--- config.mk ---
export PLATFORM = sky130hd
export DESIGN_NAME = dmem_access_ctrl
export DESIGN_NICKNAME = d
export VERILOG_FILES = /design/src/rtl/dmem_access_ctrl.sv
export SDC_FILE = /design/constraint.sdc
export NUM_CORES = 1
export LEC_CHECK = 0
export BUFFER_PORTS_ARGS = -buffer_cell sky130_fd_sc_hd__buf_2
export CAP_MARGIN = 30
export CORE_AREA = 3 3 152 154
export DETAILED_ROUTE_END_ITERATION = 8
export DIE_AREA = 0 0 155 157
export PLACE_DENSITY = 0.66
export SYNTH_ARGS = -nofsm -noshare
export SYNTH_HDL_FRONTEND = slang
export SYNTH_SLANG_ARGS = --single-unit
export TNS_END_PERCENT = 1
--- constraint.sdc ---
create_clock -name clk -period 4.4 [get_ports clk]
set_input_delay 1.1 -clock clk [delete_from_list [all_inputs] [get_ports clk]]
set_output_delay 1.1 -clock clk [all_outputs]
set_load 0.01 [all_outputs]
--- src/rtl/dmem_access_ctrl.sv ---
// Data-memory access controller: turns EX/MEM load/store requests into a req/ack
// handshake with a multi-cycle memory, stalling the pipeline until the access retires.
module dmem_access_ctrl #(
    parameter int N       = 64,
    parameter int TIMEOUT = 16
) (
    input  logic         clk,
    input  logic         rst,
    input  logic         memRead_actual,
    input  logic         memWrite_actual,
    input  logic [N-1:0] ALUResult_actual,
    input  logic [N-1:0] writeDataMem_actual,
    input  logic         mem_ack,
    input  logic [N-1:0] mem_rdata,
    output logic         mem_req,
    output logic         mem_we,
    output logic [N-1:0] mem_addr,
    output logic [N-1:0] mem_wdata,
    output logic         stall,
    output logic [N-1:0] rdata_out,
    output logic         err_misalign,
    output logic         err_timeout
);

    localparam int OFF_W = $clog2(N / 8);
    localparam int CNT_W = $clog2(TIMEOUT);
    localparam logic [CNT_W-1:0] CNT_LAST = CNT_W'(TIMEOUT - 1);

    typedef enum logic [1:0] {IDLE, ACCESS, DONE} state_t;

    state_t             state, state_d;
    logic [CNT_W-1:0]   cnt, cnt_d;
    logic               req_d, we_d, tmo_d;
    logic [N-1:0]       addr_d, wdata_d, rdata_d;
    logic               stall_c, misalign_c;
    logic               access, misaligned;

    assign access     = memRead_actual | memWrite_actual;
    assign misaligned = |ALUResult_actual[OFF_W-1:0];

    always_ff @(posedge clk or negedge rst) begin
        if (!rst) begin
            state       <= IDLE;
            cnt         <= '0;
            mem_req     <= 1'b0;
            mem_we      <= 1'b0;
            mem_addr    <= '0;
            mem_wdata   <= '0;
            rdata_out   <= '0;
            err_timeout <= 1'b0;
        end else begin
            state       <= state_d;
            cnt         <= cnt_d;
            mem_req     <= req_d;
            mem_we      <= we_d;
            mem_addr    <= addr_d;
            mem_wdata   <= wdata_d;
            rdata_out   <= rdata_d;
            err_timeout <= tmo_d;
        end
    end

    always_comb begin
        state_d    = state;
        cnt_d      = cnt;
        req_d      = mem_req;
        we_d       = mem_we;
        addr_d     = mem_addr;
        wdata_d    = mem_wdata;
        rdata_d    = rdata_out;
        tmo_d      = 1'b0;
        stall_c    = 1'b0;
        misalign_c = 1'b0;
        case (state)
            IDLE: begin
                if (access) begin
                    if (misaligned) begin
                        misalign_c = 1'b1;
                    end else begin
                        stall_c = 1'b1;
                        req_d   = 1'b1;
                        we_d    = memWrite_actual;
                        addr_d  = ALUResult_actual;
                        wdata_d = writeDataMem_actual;
                        cnt_d   = '0;
                        state_d = ACCESS;
                    end
                end
            end
            ACCESS: begin
                stall_c = 1'b1;
                // An ack arriving on the final wait cycle still counts as success.
                if (mem_ack) begin
                    req_d = 1'b0;
                    if (!mem_we) rdata_d = mem_rdata;
                    state_d = DONE;
                end else if (cnt == CNT_LAST) begin
                    req_d   = 1'b0;
                    rdata_d = '0;
                    tmo_d   = 1'b1;
                    state_d = DONE;
                end else begin
                    cnt_d = cnt + 1'b1;
                end
            end
            DONE: begin
                state_d = IDLE;
            end
            default: begin
                state_d = IDLE;
            end
        endcase
    end

    // Combinational outputs are forced low while reset is held so the pipeline is released at once.
    assign stall        = stall_c & rst;
    assign err_misalign = misalign_c & rst;

endmodule

Yosys cells after proc, flatten, opt, wreduce, memory -nomap -nowiden
Index checks and enable logic that the tools add are counted.
{ "totals": {"regBits": 201, "in_bits": 197, "output_inout_bits": 197, "word_cells": 57} }
{ "classes": {"addsub": 1, "n_eq_ne": 8, "muxes": 27, "bitwise_logic": 4, "reduce_logical": 9} }
{ "op_table": {"columns": ["cell", "n"], "rows": [
  ["$mux W64", 3],
  ["$mux W4", 4],
  ["$mux W1", 12],
  ["$ne A2 B2 Y1 const B", 5],
  ["$reduce_and A3 Y1", 3],
  ["$mux W2", 4],
  ["$pmux W4 S2", 1],
  ["$reduce_and A5 Y1", 1],
  ["$add A4 B1 Y4 const B", 1],
  ["$eq A4 B4 Y1 const B", 1],
  ["$pmux W1 S2", 2],
  ["$pmux W2 S2", 1],
  ["$reduce_and A4 Y1", 1],
  ["$reduce_bool A2 Y1", 2],
  ["$ne A3 B3 Y1 const B", 1],
  ["$reduce_or A3 Y1", 1],
  ["$and A1 B1 Y1", 2],
  ["$eq A2 B1 Y1 const B", 1],
  ["$logic_not A2 Y1", 1],
  ["$not A1 Y1", 1],
  ["$or A1 B1 Y1", 1]
]} }

Logic depth before layout (Yosys ltp)
Gate-level depths: netlist (run 1).
{ "depth": {"ltp_word": 5, "ltp_mapped": 7, "depth_no_buf": 5} }

Least setup slack after synthesis (run 1)
OpenSTA, ideal clock, no wires.
{ "synth_path": {"path_type": "input -> output", "from": "input port ALUResult_actual[1]", "to": "output port stall", "t_arrival_ps": 1923, "slack_ps": 1377, "stages": 4, "cell_sequence": "or3_4 nor2_1 nor2_1 nor3b_1"} }
{ "synth_between": {"elab_chain_len": 5} }
{ "synth_lines": {"columns": ["element", "line", "source"], "rows": [
  ["start, declared", "11", "input logic [N-1:0] ALUResult_actual,"],
  ["$reduce_or A3 Y1", "39", "assign misaligned = |ALUResult_actual[OFF_W-1:0];"],
  ["$mux W1", "77", "if (misaligned) begin"],
  ["$mux W1", "76", "if (access) begin"],
  ["$pmux W1 S2", "74", "case (state)"],
  ["$and A1 B1 Y1", "116", "assign stall = stall_c & rst;"],
  ["end, declared", "19", "output logic stall,"]
]} }
Every way passes these cells.

Worst setup path in the final report (run 1)
Same ends and word-level chain as after synthesis.

==> results of run 1 <==
## where the power goes
group          internal (µW)  total [µW]  switching [µW]
clock                   1330        2080             751
sequential              2430        2830             408
combinational            942        1910             970
total                   4690        6820            2130
## synth_stat cells
| master | count | area share, % |
|---|---|---|
| or3_4 | 1 | 0.14 |
| nor4_1 | 2 | 0.15 |
| ha_1 | 1 | 0.15 |
| o22ai_1 | 1 | 0.077 |
| o21ai_0 | 2 | 0.12 |
| nor3b_1 | 1 | 0.093 |
| nand2_1 | 386 | 18 |
| and2_1 | 3 | 0.23 |
| nor3_1 | 2 | 0.12 |
| dfrtp_1 | 201 | 62 |
| buf_1 | 1 | 0.046 |
| nor2_1 | 8 | 0.37 |
| nand3_1 | 3 | 0.19 |
| a22o_1 | 130 | 14 |
| buf_2 | 17 | 1.1 |
| nand2b_1 | 1 | 0.077 |
| nor2b_1 | 1 | 0.077 |
| buf_6 | 10 | 1.4 |
| clkbuf_1 | 28 | 1.3 |
| or4_1 | 1 | 0.093 |
| inv_1 | 1 | 0.046 |
| a31o_2 | 1 | 0.11 |
| or2_2 | 1 | 0.077 |
## cell type report
type	instances	area (µm²)
Fill cell	2043	10700
Sequential cell	201	5030
Multi-Input combinational cell	545	2780
Timing Repair Buffer	406	2130
Clock buffer	33	693
Tap cell	280	350
Clock inverter	8	144
Inverter	1	3.75
Antenna cell	1	2.50
## worst max-delay path, cell delays in order
cell	delay (ps)
buf_2	100
or3_4	410
nor2_1	100
nor2_1	50
nor3b_1	180
buf_2	160
## through the flow
stage / worst slack [ps] / instances / utilization (%) / cell area (µm²)
2_1_floorplan: 1380 / 803 / - / 8100
3_3_place_gp: 1190 / 1431 / 46.9 / 10200
3_5_place_dp: 1210 / 1431 / 46.9 / 10200
4_1_cts: 1210 / 1472 / 50.7 / 11100
5_1_grt: 1160 / 1475 / 51.0 / 11100
6_report: 1200 / 1475 / 51.0 / 11100
## flip-flops by register name (all words and copies together), names as in the netlist
register	count
state	2
mem_req	1
cnt	4
rdata_out	64
mem_addr	64
mem_wdata	64
mem_we	1
err_timeout	1
## worst min path at each step
stage | start | to | slack [ps]
floorplan | cnt[0] | cnt[0] | 490
global placement | mem_wdata[54] | mem_wdata[54] | 450
detailed placement | mem_wdata[2] | mem_wdata[2] | 460
CTS | rst | mem_wdata[63] | 410
global route | rst | mem_addr[31] | 410
finish | rst | mem_wdata[63] | 430
## metal layers
| metal | wire length [µm] | vias up | share of wire (%) |
|---|---|---|---|
| met3 | 2020 | 39 | 8.3 |
| met2 | 12000 | 308 | 49 |
| li1 | - | 3416 | - |
| met1 | 9680 | 3321 | 40 |
| met5 | 0 | - | 0 |
| met4 | 588 | 0 | 2.4 |
## logic make-up after synthesis
kind of cell / after synthesis
AOI/OAI and AO/OA: 134
adders and majority gates: 1
buffers and inverters: 57
DFF: 201
and+or+nand+nor: 410
==> results_dict.tcl, run 1 <==
set metrics [dict create \
    status "finished, final reports clean" \
    drt_iter0_drc 456 \
    place_hpwl_um 16600 \
    final_cell_mix "buf_2 (392), nand2_1 (385), dfrtp_1 (200)" \
    cp-end-kind "primary output" \
    crit_start "ALUResult_actual[1]" \
    cp_max_fo 4 \
    synth-compound-area-share_pct 14.4 \
    h-tree-depth 1 \
    finalHoldViolCount 0 \
    crit_required_ps 3300 \
    synth_fp_nets 1001 \
    yosysWarningCount 0 \
    start_util_pct 37.1 \
    cts_resized 0 \
    met2_usage_pct 32.3 \
    leakagePower_uw 0.00610 \
    grt_pass1_vias 6933 \
    overflow 0 \
    yosys.area_share.simple_pct 19.5 \
    rr_startpoint "state[1]" \
    die-height_um 157 \
    fmax_mhz 313 \
    p_per_area_nw_per_um2 613 \
    first_pass_iters 5 \
    yosys.area_share.xor_xnor_pct 0 \
    dieArea_um2 24300 \
    hold_buffers 0 \
    io_buffers 393 \
    cp-start-kind "input pin" \
    syn_avg_cell_area_um2 10.1 \
    row_count 54 \
    period_share_pct 72.6 \
    synth_top_family_by_area "simple AND/OR/NAND/NOR gates" \
    grt_busiest_layer "met2" \
    final_max_slew_viol_count 0 \
    maxSlewHeadroom_pct 41.4 \
    dieWidth_um 155 \
    met3_usage_pct 4.56 \
    worstSetupEndpoint "stall" \
    post_cts_buffers 0 \
    hold_ws_ps 426 \
    fin_crit_ps 3200 \
    grt_usage_pct 18.8 \
    syn_area_um2 8100 \
    clock_latency_ps 490 \
    antenna_found_initial 1 \
    design_power_total_uw 6820 \
    cts_buffer_depth 3 \
    cts_made_buffers 23 \
    ff2ff_path_depth 5 \
    synth-adder-area-share_pct 0.155 \
    ios 394 \
    crit_arrival_ps 2100 \
    cts_tree "built" \
    grt_pass1_wl_um 37600 \
    maxCapViolations 0 \
    synth_seq_cells 201 \
    hold_class "in2async" \
    vdd_ir_drop_max_v 0.000350 \
    cts_sinks 201 \
    cts_root_buf "clkbuf_16" \
    r2r_end "rdata_out[57]" \
    syn_to_final_growth_pct 37.4 \
    use_met1_pct 24.0 \
    syn_inst 803 \
    worst-r2r-setup-slack_ps 2140 \
    ys_types 23 \
    wl_per_cell_um 16.5 \
    core_region_area_um2 21800 \
    seq_area_frac_synth_pct 62.1 \
    synth.area.mux_share_pct 0 \
    detail_route.drc_violations 0 \
    nNetsFinal 1376 \
    routed-via-count 7084 \
    tightest_slew_ps 879 \
    setup_viol 0 \
    tns_ps 0 \
    worstSetupPathType "in2out" \
    drive_above_1_share_pct 37.9 \
    rsz0062_at_grt "false" \
    wirelength_um 24300 \
    final_antenna_net_count 0 \
    clkTransAtPathRegs_ps 60 \
    place.gp.congestion 0.876 \
    fin_worst_skew_ps 9.70 \
    layout_commonest_cell "buf_2" \
    viasPerCell 4.80 \
    grt_max_degree 114 \
]
Note: power is estimated with default switching activity, not from simulation.
==> run 2, diff against run 1 <==
PLACE_DENSITY = 0.69   (was 0.66)
clock period = 2.76 ns   (was 4.4 ns; I/O delays follow)
==> run 2 against run 1 <==
  * Combinational power increased by 63%
  * First-iteration DRC count decreased by 27%
  * Critical path type unchanged
  * Flip-flop and latch count is the same
  * Worst setup slack got worse by 890 ps
  * Clock skew is 1.7 ps higher
  * Die area unchanged
  * Power increased by 56%
  * Global-route usage shrank 0.41 points
  * Wire length is 2.8% lower
  * Critical path depth unchanged
==> results_dict.tcl, run 2 (synthesized netlist as in run 1, its figures left out) <==
set metrics [dict create \
    tns_ps 0 \
    reg_top3 "mem_addr x64, mem_wdata x64, rdata_out x64" \
    io_buffers 393 \
    rr_startpoint "state[1]" \
    crit_family "simple AND/OR/NAND/NOR gates" \
    finalHoldViolCount 0 \
    ff2ff_path_depth 5 \
    maxCapViolations 0 \
    grt_pass1_vias 6939 \
    start_util_pct 37.1 \
    fmax_mhz 409 \
    grt_pass1_wl_um 36700 \
    h-tree-depth 1 \
    hold_ws_ps 29.6 \
    fin_crit_ps 2450 \
    final_cell_mix "buf_2 (392), nand2_1 (385), dfrtp_1 (200)" \
    fill_cells 2057 \
    pre_cts_slack_ps 321 \
    slowest_stage "or3_4" \
    antenna_found_initial 2 \
    grt_busiest_layer "met2" \
    grt_usage_pct 18.4 \
    clock_latency_ps 500 \
    fin_worst_skew_ps 11.4 \
    maxSlewHeadroom_pct 54.9 \
    grt_max_degree 119 \
    detail_route.drc_violations 0 \
    dieWidth_um 155 \
    worstSetupEndpoint "stall" \
    path_depth 6 \
    cts_made_buffers 22 \
    core_region_area_um2 21800 \
    cts_tree "built" \
    crit_arrival_ps 1760 \
    cp-start-kind "input pin" \
    first_pass_iters 5 \
    worstSetupPathType "in2out" \
    setup_ws_ps 315 \
    met3_usage_pct 4.59 \
    syn_to_final_growth_pct 37.8 \
    dieArea_um2 24300 \
    place_hpwl_um 17000 \
    worst-r2r-setup-slack_ps 840 \
    wl_per_cell_um 15.9 \
    setup_viol 0 \
    leakagePower_uw 0.00610 \
    cp.buffers_inverters 2 \
    final_antenna_net_count 0 \
    place.gp.congestion 0.823 \
    vdd_ir_drop_max_v 0.000539 \
    final_max_slew_viol_count 0 \
    cp_max_fo 4 \
    routed-via-count 7046 \
    hold_buffers 0 \
    cp-end-kind "primary output" \
    die-height_um 157 \
    drt_iter0_drc 331 \
    cts_resized 0 \
    layout_commonest_cell "buf_2" \
    cts_sinks 201 \
    tightest_slew_ps 676 \
    crit_start "ALUResult_actual[1]" \
    ios 394 \
    post_cts_buffers 0 \
    row_count 54 \
    rsz0062_at_grt "false" \
    crit_required_ps 2070 \
    viasPerCell 4.76 \
    hold_class "in2async" \
    period_share_pct 88.6 \
    design_power_total_uw 10700 \
    met2_usage_pct 31.2 \
    cts_root_buf "clkbuf_16" \
    critPathMaxStageDelay_ps 400 \
    drive_above_1_share_pct 38.0 \
    cp_cell_sequence "buf_2 > or3_4 > nor2_1 > nor2_1 > nor3b_1 > buf_2" \
    use_met1_pct 23.0 \
    p_per_area_nw_per_um2 956 \
    wirelength_um 23600 \
    clkTransAtPathRegs_ps 60 \
    nNetsFinal 1380 \
    cts_buffer_depth 3 \
    status "finished, final reports clean" \
    overflow 0 \
    r2r_end "rdata_out[22]" \
]
==> run 2: cell types whose count changed in the layout (fill, tap and decap cells not counted), sizes merged <==
cell and delta:
diode +1, inv +2, clkbuf -5, clkinvlp +2, buf +5, bufinv -1
==> run 2: worst min path at each step <==
stage	start	slack [ps]	to	cells after the start
after floorplan	rst	390	cnt[0]	0
after global placement	mem_wdata[16]	450	mem_wdata[16]	2
after detailed placement	mem_addr[62]	460	mem_addr[62]	2
after CTS	rst	10	mem_addr[39]	1
after global routing	rst	10	mem_addr[39]	1
final	rst	30	mem_addr[39]	1
==> run 2: metrics by stage <==
stage | utilization (%) | instance area [µm²] | instances
CTS | 51.0 | 11100 | 1476
finish | 51.1 | 11200 | 1479
detailed placement | 47.5 | 10400 | 1437
floorplan | - | 8100 | 803
global placement | 47.5 | 10400 | 1437
global route | 51.1 | 11200 | 1479
==> run 2: cell type report <==
type	instances	area, µm²	area share [%]
antenna	2	5.00	0.0449
inverter	1	3.75	0.0337
tap	280	350	3.14
clock buffer	28	614	5.51
multi-input combinational	545	2780	24.9
timing repair buffer	411	2230	20.0
clock inverter	11	143	1.28
sequential	201	5030	45.1
==> run 2: where the power goes <==
| group | switching, µW | leakage [µW] | internal (µW) |
|---|---|---|---|
| logic | 1600 | 0.00332 | 1520 |
| registers | 620 | 0.00241 | 3870 |
| clock network | 1200 | 0.000369 | 1860 |
| total | 3410 | 0.00610 | 7250 |
==> run 2: worst register-to-register path, delay by kind of cell (launching register included) <==
kind	cells	cell delay, ps
AOI/OAI and AO/OA	2	310
buffers and inverters	1	310
DFF	1	450
and+or+nand+nor	2	780
==> run 2: metal layers <==
metal | vias up | routed length (µm)
met5 | - | 0
met4 | 0 | 729
met3 | 55 | 1920
met2 | 278 | 11500
met1 | 3289 | 9470
li1 | 3424 | -
==> run 3, diff against run 2 <==
CORE_AREA = unset   (was 3 3 152 154)
CORE_MARGIN = 3   (was unset)
CORE_UTILIZATION = 33   (was unset)
DIE_AREA = unset   (was 0 0 155 157)
PLACE_DENSITY = unset   (was 0.69)
==> run 3 against run 2 <==
  * Core utilization is 4.3 points lower
  * Sequential power about the same
  * Critical path depth stayed put
  * Non-clock buffer count is 2 lower
  * Power up 0.41%
  * Worst setup slack better by 92 ps
  * Critical path type unchanged
  * Largest cell class unchanged
  * Largest power group unchanged
==> results_dict.tcl, run 3 (synthesized netlist as in run 1, its figures left out) <==
set metrics [dict create \
    maxCapViolations 0 \
    netSwitchingFraction_pct 31.5 \
    final_cell_mix "buf_2 (392), nand2_1 (385), dfrtp_1 (200)" \
    fmax_mhz 425 \
    cp_cell_sequence "buf_2 > or3_4 > nor2_1 > nor2_1 > nor3b_1 > buf_2" \
    final_antenna_net_count 0 \
    period_share_pct 85.3 \
    start_util_pct 34.0 \
    post_cts_buffers 0 \
    clkTransAtPathRegs_ps 60 \
    place_hpwl_um 17300 \
    cp-end-kind "primary output" \
    grt_max_degree 106 \
    cts_root_buf "clkbuf_16" \
    layout_commonest_cell "buf_2" \
    crit_start "ALUResult_actual[1]" \
    leakagePower_uw 0.00609 \
    tightest_slew_ps 723 \
    drt_iter0_drc 415 \
    cts_sinks 201 \
    io_buffers 393 \
    cts_made_buffers 23 \
    cts_tree "built" \
    first_pass_iters 4 \
    power_frac_clock_pct 29.2 \
    place.gp.congestion 0.791 \
    slowest_stage "or3_4" \
    dieWidth_um 163 \
    cp_max_fo 4 \
    syn_to_final_growth_pct 37.9 \
    overflow 0 \
    cts_resized 0 \
    p_per_area_nw_per_um2 959 \
    nNetsFinal 1379 \
    grt_usage_pct 17.4 \
    hold_buffers 0 \
    finalHoldViolCount 0 \
    grt_pass1_wl_um 37400 \
    hold_class "in2async" \
    p_sw_uw 3380 \
    design_power_total_uw 10700 \
    power_frac_seq_pct 42.1 \
    rsz0062_at_grt "false" \
    routed-via-count 7089 \
    h-tree-depth 1 \
    reg_top3 "mem_addr x64, mem_wdata x64, rdata_out x64" \
    core_region_area_um2 23800 \
    viasPerCell 4.68 \
    r2r_end "mem_addr[44]" \
    ios 394 \
    worst-r2r-setup-slack_ps 990 \
    wl_per_cell_um 16.2 \
    fin_crit_ps 2350 \
    tns_ps 0 \
    cts_buffer_depth 3 \
    crit_family "simple AND/OR/NAND/NOR gates" \
    maxSlewHeadroom_pct 51.8 \
    critPathMaxStageDelay_ps 400 \
    crit_required_ps 2070 \
    clock_latency_ps 490 \
    grt_pass1_vias 6921 \
    wirelength_um 24500 \
    internal-power_uw 7330 \
    crit_arrival_ps 1660 \
    cp.buffers_inverters 2 \
    row_count 56 \
    fin_worst_skew_ps 5.79 \
    vdd_ir_drop_max_v 0.000432 \
    ff2ff_path_depth 4 \
    cp-start-kind "input pin" \
    die-height_um 163 \
    power_frac_comb_pct 28.7 \
    setup_viol 0 \
    detail_route.drc_violations 0 \
    rr_startpoint "state[0]" \
    antenna_found_initial 1 \
    final_max_slew_viol_count 0 \
    dieArea_um2 26500 \
    status "finished, final reports clean" \
    drive_above_1_share_pct 37.9 \
    worstSetupPathType "in2out" \
]
## run 3: changes by cell type in the layout (fill, tap and decap cells not counted)
| cell | previous run | this run |
|---|---|---|
| buf_4 | 9 | 10 |
| clkinv_2 | 4 | 3 |
| inv_6 | 2 | 0 |
| diode_2 | 2 | 1 |
| clkbuf_1 | 3 | 2 |
| buf_12 | 8 | 6 |
| buf_16 | 1 | 0 |
| clkbuf_8 | 3 | 7 |
| clkinvlp_4 | 2 | 1 |
## run 3: power by group through the flow
stage          logic (µW)  registers, µW  clock network, µW
2_1_floorplan        1230           4910                  0
3_3_place_gp         3070           4540                  0
3_5_place_dp         3130           4530                  0
4_1_cts              3130           4510               3220
5_1_grt              3380           4640               3340
6_report             3070           4510               3130
## run 3: worst max-delay path by stage
| stage | slack [ps] | to | cells after the start |
|---|---|---|---|
| floorplan | 560 | stall | 4 |
| global placement | 380 | mem_wdata[62] | 6 |
| detailed placement | 360 | mem_addr[6] | 6 |
| CTS | 400 | stall | 6 |
| global route | 340 | stall | 6 |
| finish | 410 | stall | 6 |
## run 3: layer usage
layer	share of wire [%]	global-route usage, %	wire length, µm
met2	47	29.4	11500
met5	0	0	0
met1	41	21.9	10100
met3	8.8	4.73	2160
met4	2.8	5.23	689
## run 3: area by class of cell
| type | count | area, µm² |
|---|---|---|
| fill | 2368 | 12700 |
| clock buffer | 31 | 666 |
| timing repair buffer | 409 | 2170 |
| multi-input combinational | 545 | 2780 |
| sequential | 201 | 5030 |
| inverter | 1 | 3.75 |
| clock inverter | 7 | 113 |
| antenna | 1 | 2.50 |
| tap | 319 | 399 |
## run 3: per-stage QoR
stage          cells  hold WS [ps]  worst slack (ps)  utilization [%]  area (µm²)
2_1_floorplan    803           394               557                -        8100
3_3_place_gp    1475           453               380             43.6       10400
3_5_place_dp    1475           457               359             43.6       10400
4_1_cts         1513           313               404             46.8       11200
5_1_grt         1514           315               344             46.9       11200
6_report        1514           291               407             46.9       11200
